$ cat src/rtl/reg_wb_arbiter.sv
// Writeback arbiter: two requesters share one register-bank write port, with an
// optional per-register pending-write scoreboard enabled by `define REG_SCOREBOARD_EN.
module reg_wb_arbiter #(
  parameter int FIXED_PRI = 0
) (
  input  logic        clk,
  input  logic        rst_n,
  input  logic        a_valid,
  input  logic [4:0]  a_aw,
  input  logic [31:0] a_din,
  output logic        a_ready,
  input  logic        b_valid,
  input  logic [4:0]  b_aw,
  input  logic [31:0] b_din,
  output logic        b_ready,
  input  logic        hold,
  output logic        reg_write,
  output logic [4:0]  aw,
  output logic [31:0] din,
  input  logic        issue_valid,
  input  logic [4:0]  issue_aw,
  output logic        issue_ready,
  input  logic [4:0]  ar1,
  input  logic [4:0]  ar2,
  output logic        stall,
  output logic [31:0] busy
);

  typedef enum logic {LAST_A, LAST_B} last_t;

  last_t       state_q, state_d;
  logic        gnt;
  logic [4:0]  gnt_aw;
  logic [31:0] gnt_din;

  always_ff @(posedge clk) begin
    if (!rst_n) state_q <= LAST_B;
    else        state_q <= state_d;
  end

  always_comb begin
    state_d = state_q;
    if (a_ready)      state_d = LAST_A;
    else if (b_ready) state_d = LAST_B;
  end

  // On a tie the requester that did not win last time gets the port.
  always_comb begin
    a_ready = 1'b0;
    b_ready = 1'b0;
    if (rst_n && !hold) begin
      if (FIXED_PRI != 0) begin
        a_ready = a_valid;
        b_ready = b_valid & ~a_valid;
      end else if (a_valid && b_valid) begin
        a_ready = (state_q == LAST_B);
        b_ready = (state_q == LAST_A);
      end else begin
        a_ready = a_valid;
        b_ready = b_valid;
      end
    end
  end

  assign gnt     = a_ready | b_ready;
  assign gnt_aw  = a_ready ? a_aw  : b_aw;
  assign gnt_din = a_ready ? a_din : b_din;

  // Register 0 is hardwired, so its handshake completes without a bank write.
  always_ff @(posedge clk) begin
    if (!rst_n) begin
      reg_write <= 1'b0;
      aw        <= 5'd0;
      din       <= 32'd0;
    end else begin
      reg_write <= gnt && (gnt_aw != 5'd0);
      if (gnt) begin
        aw  <= gnt_aw;
        din <= gnt_din;
      end
    end
  end

`ifdef REG_SCOREBOARD_EN
  logic [1:0] count_q [32];
  logic       issue_inc;
  logic       commit_dec;

  assign issue_ready = rst_n && (count_q[issue_aw] != 2'd3);
  assign issue_inc   = issue_valid && issue_ready && (issue_aw != 5'd0);
  assign commit_dec  = gnt && (gnt_aw != 5'd0);

  // A simultaneous issue and commit to one register cancel; commits never underflow.
  always_ff @(posedge clk) begin
    if (!rst_n) begin
      for (int i = 0; i < 32; i++) count_q[i] <= 2'd0;
    end else begin
      for (int i = 0; i < 32; i++) begin
        if ((issue_inc && issue_aw == 5'(i)) &&
            !(commit_dec && gnt_aw == 5'(i) && count_q[i] != 2'd0))
          count_q[i] <= count_q[i] + 2'd1;
        else if (!(issue_inc && issue_aw == 5'(i)) &&
                 (commit_dec && gnt_aw == 5'(i) && count_q[i] != 2'd0))
          count_q[i] <= count_q[i] - 2'd1;
      end
    end
  end

  always_comb begin
    busy = 32'd0;
    for (int i = 0; i < 32; i++) busy[i] = (count_q[i] != 2'd0);
  end

  assign stall = ((ar1 != 5'd0) && busy[ar1]) ||
                 ((ar2 != 5'd0) && busy[ar2]) ||
                 (issue_valid && !issue_ready);
`else
  logic unused_sb;

  assign unused_sb   = ^{issue_valid, issue_aw, ar1, ar2};
  assign issue_ready = rst_n;
  assign stall       = 1'b0;
  assign busy        = 32'd0;
`endif

endmodule

$ cat config.mk
export PLATFORM = sky130hd
export DESIGN_NAME = reg_wb_arbiter
export DESIGN_NICKNAME = d
export VERILOG_FILES = /design/src/rtl/reg_wb_arbiter.sv
export SDC_FILE = /design/constraint.sdc
export NUM_CORES = 1
export LEC_CHECK = 0
export CORE_UTILIZATION = 25
export DETAILED_ROUTE_END_ITERATION = 8
export PLACE_DENSITY = 0.66
export REMOVE_ABC_BUFFERS = 1
export SYNTH_ARGS = -nofsm -noshare
export SYNTH_HDL_FRONTEND = slang
export SYNTH_SLANG_ARGS = --single-unit
$ cat constraint.sdc
create_clock -name clk -period 1.88 [get_ports clk]
set_clock_uncertainty 0.15 [all_clocks]
set_input_delay 0.376 -clock clk [delete_from_list [all_inputs] [get_ports clk]]
set_output_delay 0.376 -clock clk [all_outputs]
set_load 0.01 [all_outputs]
==> results by stage, run 1 <==
Timing:
- The number of endpoints failing setup at the final stage is 0.
- The shortest clock period the worst path allows after layout is 1.86 ns.
- Setup repair after global routing left no endpoint under its margin.
- The maximum operating frequency is 0.538 GHz.
- After layout, the worst path uses 98.8% of the clock period.
- The number of max-slew violations in the final report came to 0.
- Setup total negative slack on the finished layout was measured at 0 ns.
- The number of hold violations in the final report was 0.
- The slew at the pin with the worst max-slew slack is 0.532 ns.
- The worst relative slew slack is 64.6%.

Die:
- The die extent in x is 90.7 µm.
- 169 I/O pins were placed.
- Measured along the y axis, the die boundary spans 90.7 µm.
- After floorplanning, the core was sized to cover 7450 µm².
- The number of placement rows is 31.
- The starting density of the core is 26.4%.
- The overall die area is 8230 µm².

Clock network:
- The maximum buffer depth of the clock tree is 2.
- The total number of H-tree levels is 2.
- TritonCTS built the clock tree.
- The number of instances resized during post-cts repair is 17.
- Clock tree synthesis selected as its root buffer the cell clkbuf_8.
- Once the clock tree was built, the setup fixing pass inserted 0 buffers.
- The clock latency on the worst-skew pair is 0.28 ns.
- The clock edge transition at the registers on the reported setup and hold paths is 0.07 ns.
- The clock buffer count from CTS is 5.
- The hold buffer count at cts is 0.
- The clock net sink count is 39.

Global routing:
- The first global-routing pass estimated 9020 µm of wire.
- The number of global-route vias before repair is 1956.
- The number of antenna violations at the first check in global routing is 0.
- The global router's overall resource usage is 13.6%.
- Entering global routing, the biggest net connects 38 pins.
- The residual overflow from global routing is 0.

Synthesis:
- The number of enable-type register cells in the synthesized netlist is 0.
- The share of Yosys cell area claimed by the top area cell type is 39.7%.
- The flip-flop cell with the highest count after synthesis is dfxtp_1.
- Counting instances in the post-synthesis netlist gives the leading cell types as dfxtp_1, buf_4, o21ai_0.
- The number of warnings issued by yosys is 0.
- The share of flip-flops with an asynchronous set or reset is 0%.
- After synthesis, the mean cell area works out to 8.51 µm².
- By area the synthesized netlist is led by dfxtp_1, buf_4, mux2i_1, o21ai_0, nand3_1.
- After synthesis the cells add up to 1970 µm².
- The count of state elements after synthesis is 39.
- The count of distinct cell types in the synthesized netlist is 27.
- The cell with the most instances after synthesis is dfxtp_1.
- The post-synthesis sequential area ratio is 39.7%.
- The largest total area in the synthesized netlist belongs to dfxtp_1.
- Synthesis handed over a netlist of 231 instances.

Placed design:
- The weighted congestion reported at the end of routability-driven placement is 0.734.
- The number of port buffers is 119.
- Summed over all nets, the half-perimeter wirelength after detailed placement is 4190 µm.
- The total placed instance area is 3220 µm².

Final layout:
- In the final layout, the share of cells above drive strength 1 is 8.47%.
- The number of antenna diodes is 0.
- The number of fill cells in the layout is 766.
- For this run, the post-layout net count is 448.
- The area growth from synthesis to layout is 68.5%.
- Once layout is done, the placed cells without fillers occupy 3310 µm².

Pwr:
- The static power due to leakage is 1.35 nW.
- The worst vdd rail ir drop is 0.240 mV.
- The power density over the cells is 611 nW/µm².

Drt:
- The count of TritonRoute iterations in the first routing pass is 4.
- Dividing the detail-routed via count by the number of cells gives 4.30.
- For this block, the initial DRC count from the detailed router was 40.
- The final layout contains routed wiring with a total length of 5510 µm.
- Across all layers, the routed design uses 1947 vias.
- The number of design rule violations left after detail routing is 0.
- After detailed routing, the average wire length per cell comes to 12.2 µm.
- The detail route stage leaves a number of antenna-violating nets equal to 0.

Min path:
- The count of cells along the worst hold path is 2.
- The path class of the tightest hold or removal check is reg2reg.
- In this run the most critical hold path is launched from din[5]$_SDFFE_PN0P_.
- The hold-critical path endpoint is din[5]$_SDFFE_PN0P_.

Worst setup path:
- In this run the worst path has a maximum fanout of 3.
- The required time of the critical path is 1.35 ns.
- The startpoint identified for the worst register-to-register timing path is state_q$_SDFFE_PN1P_.
- The slack of the worst reg-to-reg path is 0.21 ns.
- In this run the critical register-to-register path is captured at din[27]$_SDFFE_PN0P_.
- The worst setup path is captured at an output pin.
- The worst stage delay on the critical path is 0.43 ns.
- Data arrives at the worst endpoint at 1.33 ns.
- The worst setup path is launched from an input port.
- The number of cells on the worst reg-to-reg path is 4.
- The path type of the worst setup path is in2out.
- The library cell contributing the largest single delay on the critical path is clkdlybuf4s50_1.
- The critical path goes through clkdlybuf4s50_1 > nand2b_4 > a211oi_2 > buf_2.

Run:
- Max-cap violations in this run came to 0.

Run status:
- The flow ran to the end, and the final reports show no timing, DRC or antenna violations.
## stage by stage
stage	utilization, %	power (mW)	std cells	hold slack [ns]	setup WS (ns)
finish	44.5	2.03	453	0.309	0.0229
global route	44.5	2.15	453	0.335	0.00226
CTS	44.5	2.07	453	0.314	0.0353
detailed placement	43.2	1.51	445	0.304	-0.554
global placement	43.2	1.50	445	0.296	-0.507
floorplan	-	1.13	213	0.317	-0.665
## worst max-delay path: cells and delay by family
family | cells | cell delay [ns]
buffers and inverters | 2 | 0.59
AOI/OAI and AO/OA | 1 | 0.20
and+or+nand+nor | 1 | 0.17
## final cells by class
| class | count | area [µm²] | share of cell area, % |
|---|---|---|---|
| Timing Repair Buffer | 133 | 1330 | 40.2 |
| Multi-Input combinational cell | 172 | 990 | 29.9 |
| Sequential cell | 39 | 781 | 23.6 |
| Inverter | 2 | 7.51 | 0.227 |
| Clock buffer | 7 | 76.3 | 2.30 |
| Clock inverter | 1 | 5.00 | 0.151 |
| Tap cell | 99 | 124 | 3.74 |
## routing by layer
metal	up-vias	part of all wire, %	global-route usage (%)
met5	-	0	0
met4	0	0.47	3.63
met3	2	10	5.30
met2	103	48	24.1
met1	852	42	15.0
li1	990	-	-
## worst max path at each step
stage,end,cells after the start,from,slack (ns)
floorplan,reg_write$_SDFF_PN0_,4,b_valid,-0.67
global placement,b_ready,4,rst_n,-0.51
detailed placement,b_ready,4,rst_n,-0.55
CTS,b_ready,4,hold,0.04
global route,b_ready,4,hold,0.002
finish,b_ready,4,hold,0.02
## cells in the final DEF (no fill, tap or decap), types with 2 or more instances in the layout
master and n:
mux2i_1 24, dfxtp_1 39, nand3_1 24, clkdlybuf4s15_2 2, o21ai_0 27, nand2_1 26
o21ai_1 11, clkdlybuf4s50_1 113, o21ai_4 2, clkbuf_1 2, conb_1 33, buf_12 3
a31oi_1 13, dlygate4sd2_1 3, buf_4 10, clkbuf_8 5
## where the power goes
group,internal [mW],switching (mW)
Clock,0.260,0.274
Sequential,0.888,0.0317
Combinational,0.336,0.236
Total,1.48,0.542
## sequential cells by signal, indices dropped and copies added, names as in the netlist
name	flops
reg_write	1
din	32
state_q	1
aw	5
## logic make-up (layout without fill, tap and decap cells)
family,Yosys count,count (layout),share of synthesized area [%]
buffers and inverters,52,143,17.8
other,1,33,0.191
DFF,39,39,39.7
AOI/OAI and AO/OA,58,58,17.0
and+or+nand+nor,57,57,13.0
muxes,24,24,12.2
Power figures use the tool's default switching activity.
==> inputs of run 2 (changes only) <==
ABC_CLOCK_PERIOD_IN_PS = 1880   (was default)
SLEW_MARGIN = 10   (was default)
==> results of run 2 <==
The final DEF is identical to that of run 1; final timing and power are the same.
==> inputs of run 3 (changes only) <==
CTS_BUF_LIST = sky130_fd_sc_hd__clkbuf_8   (was default)
MAX_ROUTING_LAYER = met4   (was default)
==> results by stage, run 3 (same netlist as run 1, synthesis figures left out) <==
Worst setup path:
- In this run the worst path has a maximum fanout of 3.
- Data arrives at the worst endpoint at 1.33 ns.
- The path type of the worst setup path is in2out.
- The kind of end point of the critical path is an output pin.
- The sort of element at the start of the critical path is an input port.
- The required time of the critical path is 1.35 ns.

Placed design:
- The number of port buffers is 119.
- The HPWL after detailed placement is 4190 µm.
- The weighted congestion reported at the end of routability-driven placement is 0.743.
- At the placement stage, the worst setup path has a slack of -0.554 ns.

Die:
- The core region is 7450 µm².
- The die covers 8230 µm².
- Measured along the x axis, the die boundary spans 90.7 µm.
- The initialized floorplan defines 31 standard-cell rows.
- For this configuration, the core starts out at a cell density of 26.4%.
- 169 I/O pins were placed.
- Measured along the y axis, the die boundary spans 90.7 µm.

Clock network:
- The clock net sink count is 39.
- The maximum buffer depth of the clock tree is 2.
- Buffers inserted during clock tree synthesis total 5.
- The hold buffer count at cts is 0.
- The clock latency on the worst-skew pair is 0.28 ns.
- The total number of H-tree levels is 2.
- TritonCTS built the clock tree.
- The clock edge transition at the registers on the reported setup and hold paths is 0.07 ns.
- The clock tree root driver cell is clkbuf_8.

Final layout:
- The number of antenna diodes is 0.
- The fraction of final layout cells sized beyond drive strength 1 is 8.47%.
- The number of flip-flops in the largest register is 32.
- In the final layout, the registers with the most flip-flops are din (32), aw (5).
- The final net count is 448.
- Fill cells in the final layout number 766.
- In the layout the commonest cells are clkdlybuf4s50_1, dfxtp_1, conb_1.
- The synthesis-to-layout area growth is 68.5%.
- The commonest non-fill, non-tap cell in the layout is clkdlybuf4s50_1.
- The register name with the most flops is din.

Drt:
- The count of TritonRoute iterations in the first routing pass is 4.
- After detailed routing, the average wire length per cell comes to 12.2 µm.
- The remaining antenna violation count is 0.
- In the routed layout, each cell is associated on average with a via count of 4.28.
- Detailed routing inserted a total of 1938 vias.
- For this run, design rule violations remaining after detail routing come to 0.
- The final layout contains routed wiring with a total length of 5540 µm.
- The number of design-rule violations left by the first detailed-router iteration is 42.

Timing:
- Timing would allow up to 0.538 GHz.
- Measured against its own limit, the worst slew margin works out to 64.6%.
- The slew at the pin with the worst max-slew slack is 0.531 ns.
- The final sum of negative setup slack is 0 ns.
- Setup repair after global routing left no endpoint under its margin.
- The final critical path takes up 98.8% of the cycle.
- In the post-route analysis, the smallest setup slack over all paths is 0.0229 ns.
- The number of endpoints failing setup at the final stage is 0.
- The shortest clock period the worst path allows after layout is 1.86 ns.
- The number of max-slew violations in the final report is 0.
- The number of hold violations in the final report is 0.

Global routing:
- The maximum number of pins on one net before global-route repair is 38.
- The global router's overall resource usage is 14.0%.
- The number of antenna violations at the first check in global routing is 0.
- After global routing the overflow that remains totals 0.
- The number of global-route vias before repair is 1956.
- The first global-routing pass estimated 9020 µm of wire.

Min path:
- The type of the worst min-delay path is reg2reg.

Pwr:
- The total power draw is 2.02 mW.
- Dividing total power by cell area gives a power density of 608 nW/µm².
- The worst-case IR drop observed on VDD is 0.234 mV.
- Summed over all cells, the static leakage comes to 1.36 nW.

Run status:
- The flow ran to the end, and the final reports show no timing, DRC or antenna violations.

Run:
- The tool flagged a number of max-cap violations equal to 0.
==> run 3: cell count changes in the layout (fill, tap and decap cells not counted), sizes merged <==
cell / delta
inv: +2
clkbuf: -2
==> run 3: metal layers <==
| layer | GRT usage, % | routed length [µm] | part of all wire (%) | up-vias |
|---|---|---|---|---|
| li1 | - | - | - | 988 |
| met1 | 15.3 | 2380 | 43 | 845 |
| met2 | 24.1 | 2620 | 47 | 103 |
| met3 | 4.80 | 511 | 9.2 | 2 |
| met4 | 3.63 | 27 | 0.49 | 0 |
| met5 | - | 0 | 0 | - |
==> run 3: power by group <==
group          internal (mW)  leakage (nW)  total (mW)  switching (mW)
logic                  0.336         0.990       0.573           0.237
registers              0.888         0.321       0.919          0.0318
clock network          0.250        0.0505       0.524           0.274
total                   1.47          1.36        2.02           0.543
==> run 3: final cells by class <==
cell class	instances	area [µm²]	share of cell area [%]
Clock buffer	5	68.8	2.08
Clock inverter	3	12.5	0.378
Inverter	2	7.51	0.227
Multi-Input combinational cell	172	990	29.9
Sequential cell	39	781	23.6
Tap cell	99	124	3.74
Timing Repair Buffer	133	1330	40.2
==> run 3: path summary, 6_finish.rpt <==
path | from | end | slack (ns) | cells past startpoint
worst max-delay path | hold | b_ready | 0.02 | 4
worst max register to register | state_q$_SDFFE_PN1P_ | din[27]$_SDFFE_PN0P_ | 0.21 | 4
worst min register to register | din[5]$_SDFFE_PN0P_ | din[5]$_SDFFE_PN0P_ | 0.31 | 2
worst min-delay path | din[5]$_SDFFE_PN0P_ | din[5]$_SDFFE_PN0P_ | 0.31 | 2
==> run 3: timing repair <==
| item | CTS | global route |
|---|---|---|
| endpoints found under the setup margin | 19 | 0 |
| gates resized for setup | 17 | 0 |
| setup buffers | 0 | 0 |
| endpoints found under the hold margin | 0 | 0 |
==> run 3: metrics by stage <==
stage / std cells / utilization, % / hold WS [ns] / area, µm²
after global placement: 445 / 43.2 / 0.296 / 3220
final: 453 / 44.5 / 0.310 / 3310
after detailed placement: 445 / 43.2 / 0.304 / 3220
after CTS: 453 / 44.5 / 0.314 / 3310
after floorplan: 213 / - / 0.317 / 1740
after global routing: 453 / 44.5 / 0.335 / 3310
==> run 3: critical path: stages <==
cell	delay, ns
clkdlybuf4s50_1	0.43
nand2b_4	0.17
a211oi_2	0.20
buf_2	0.16
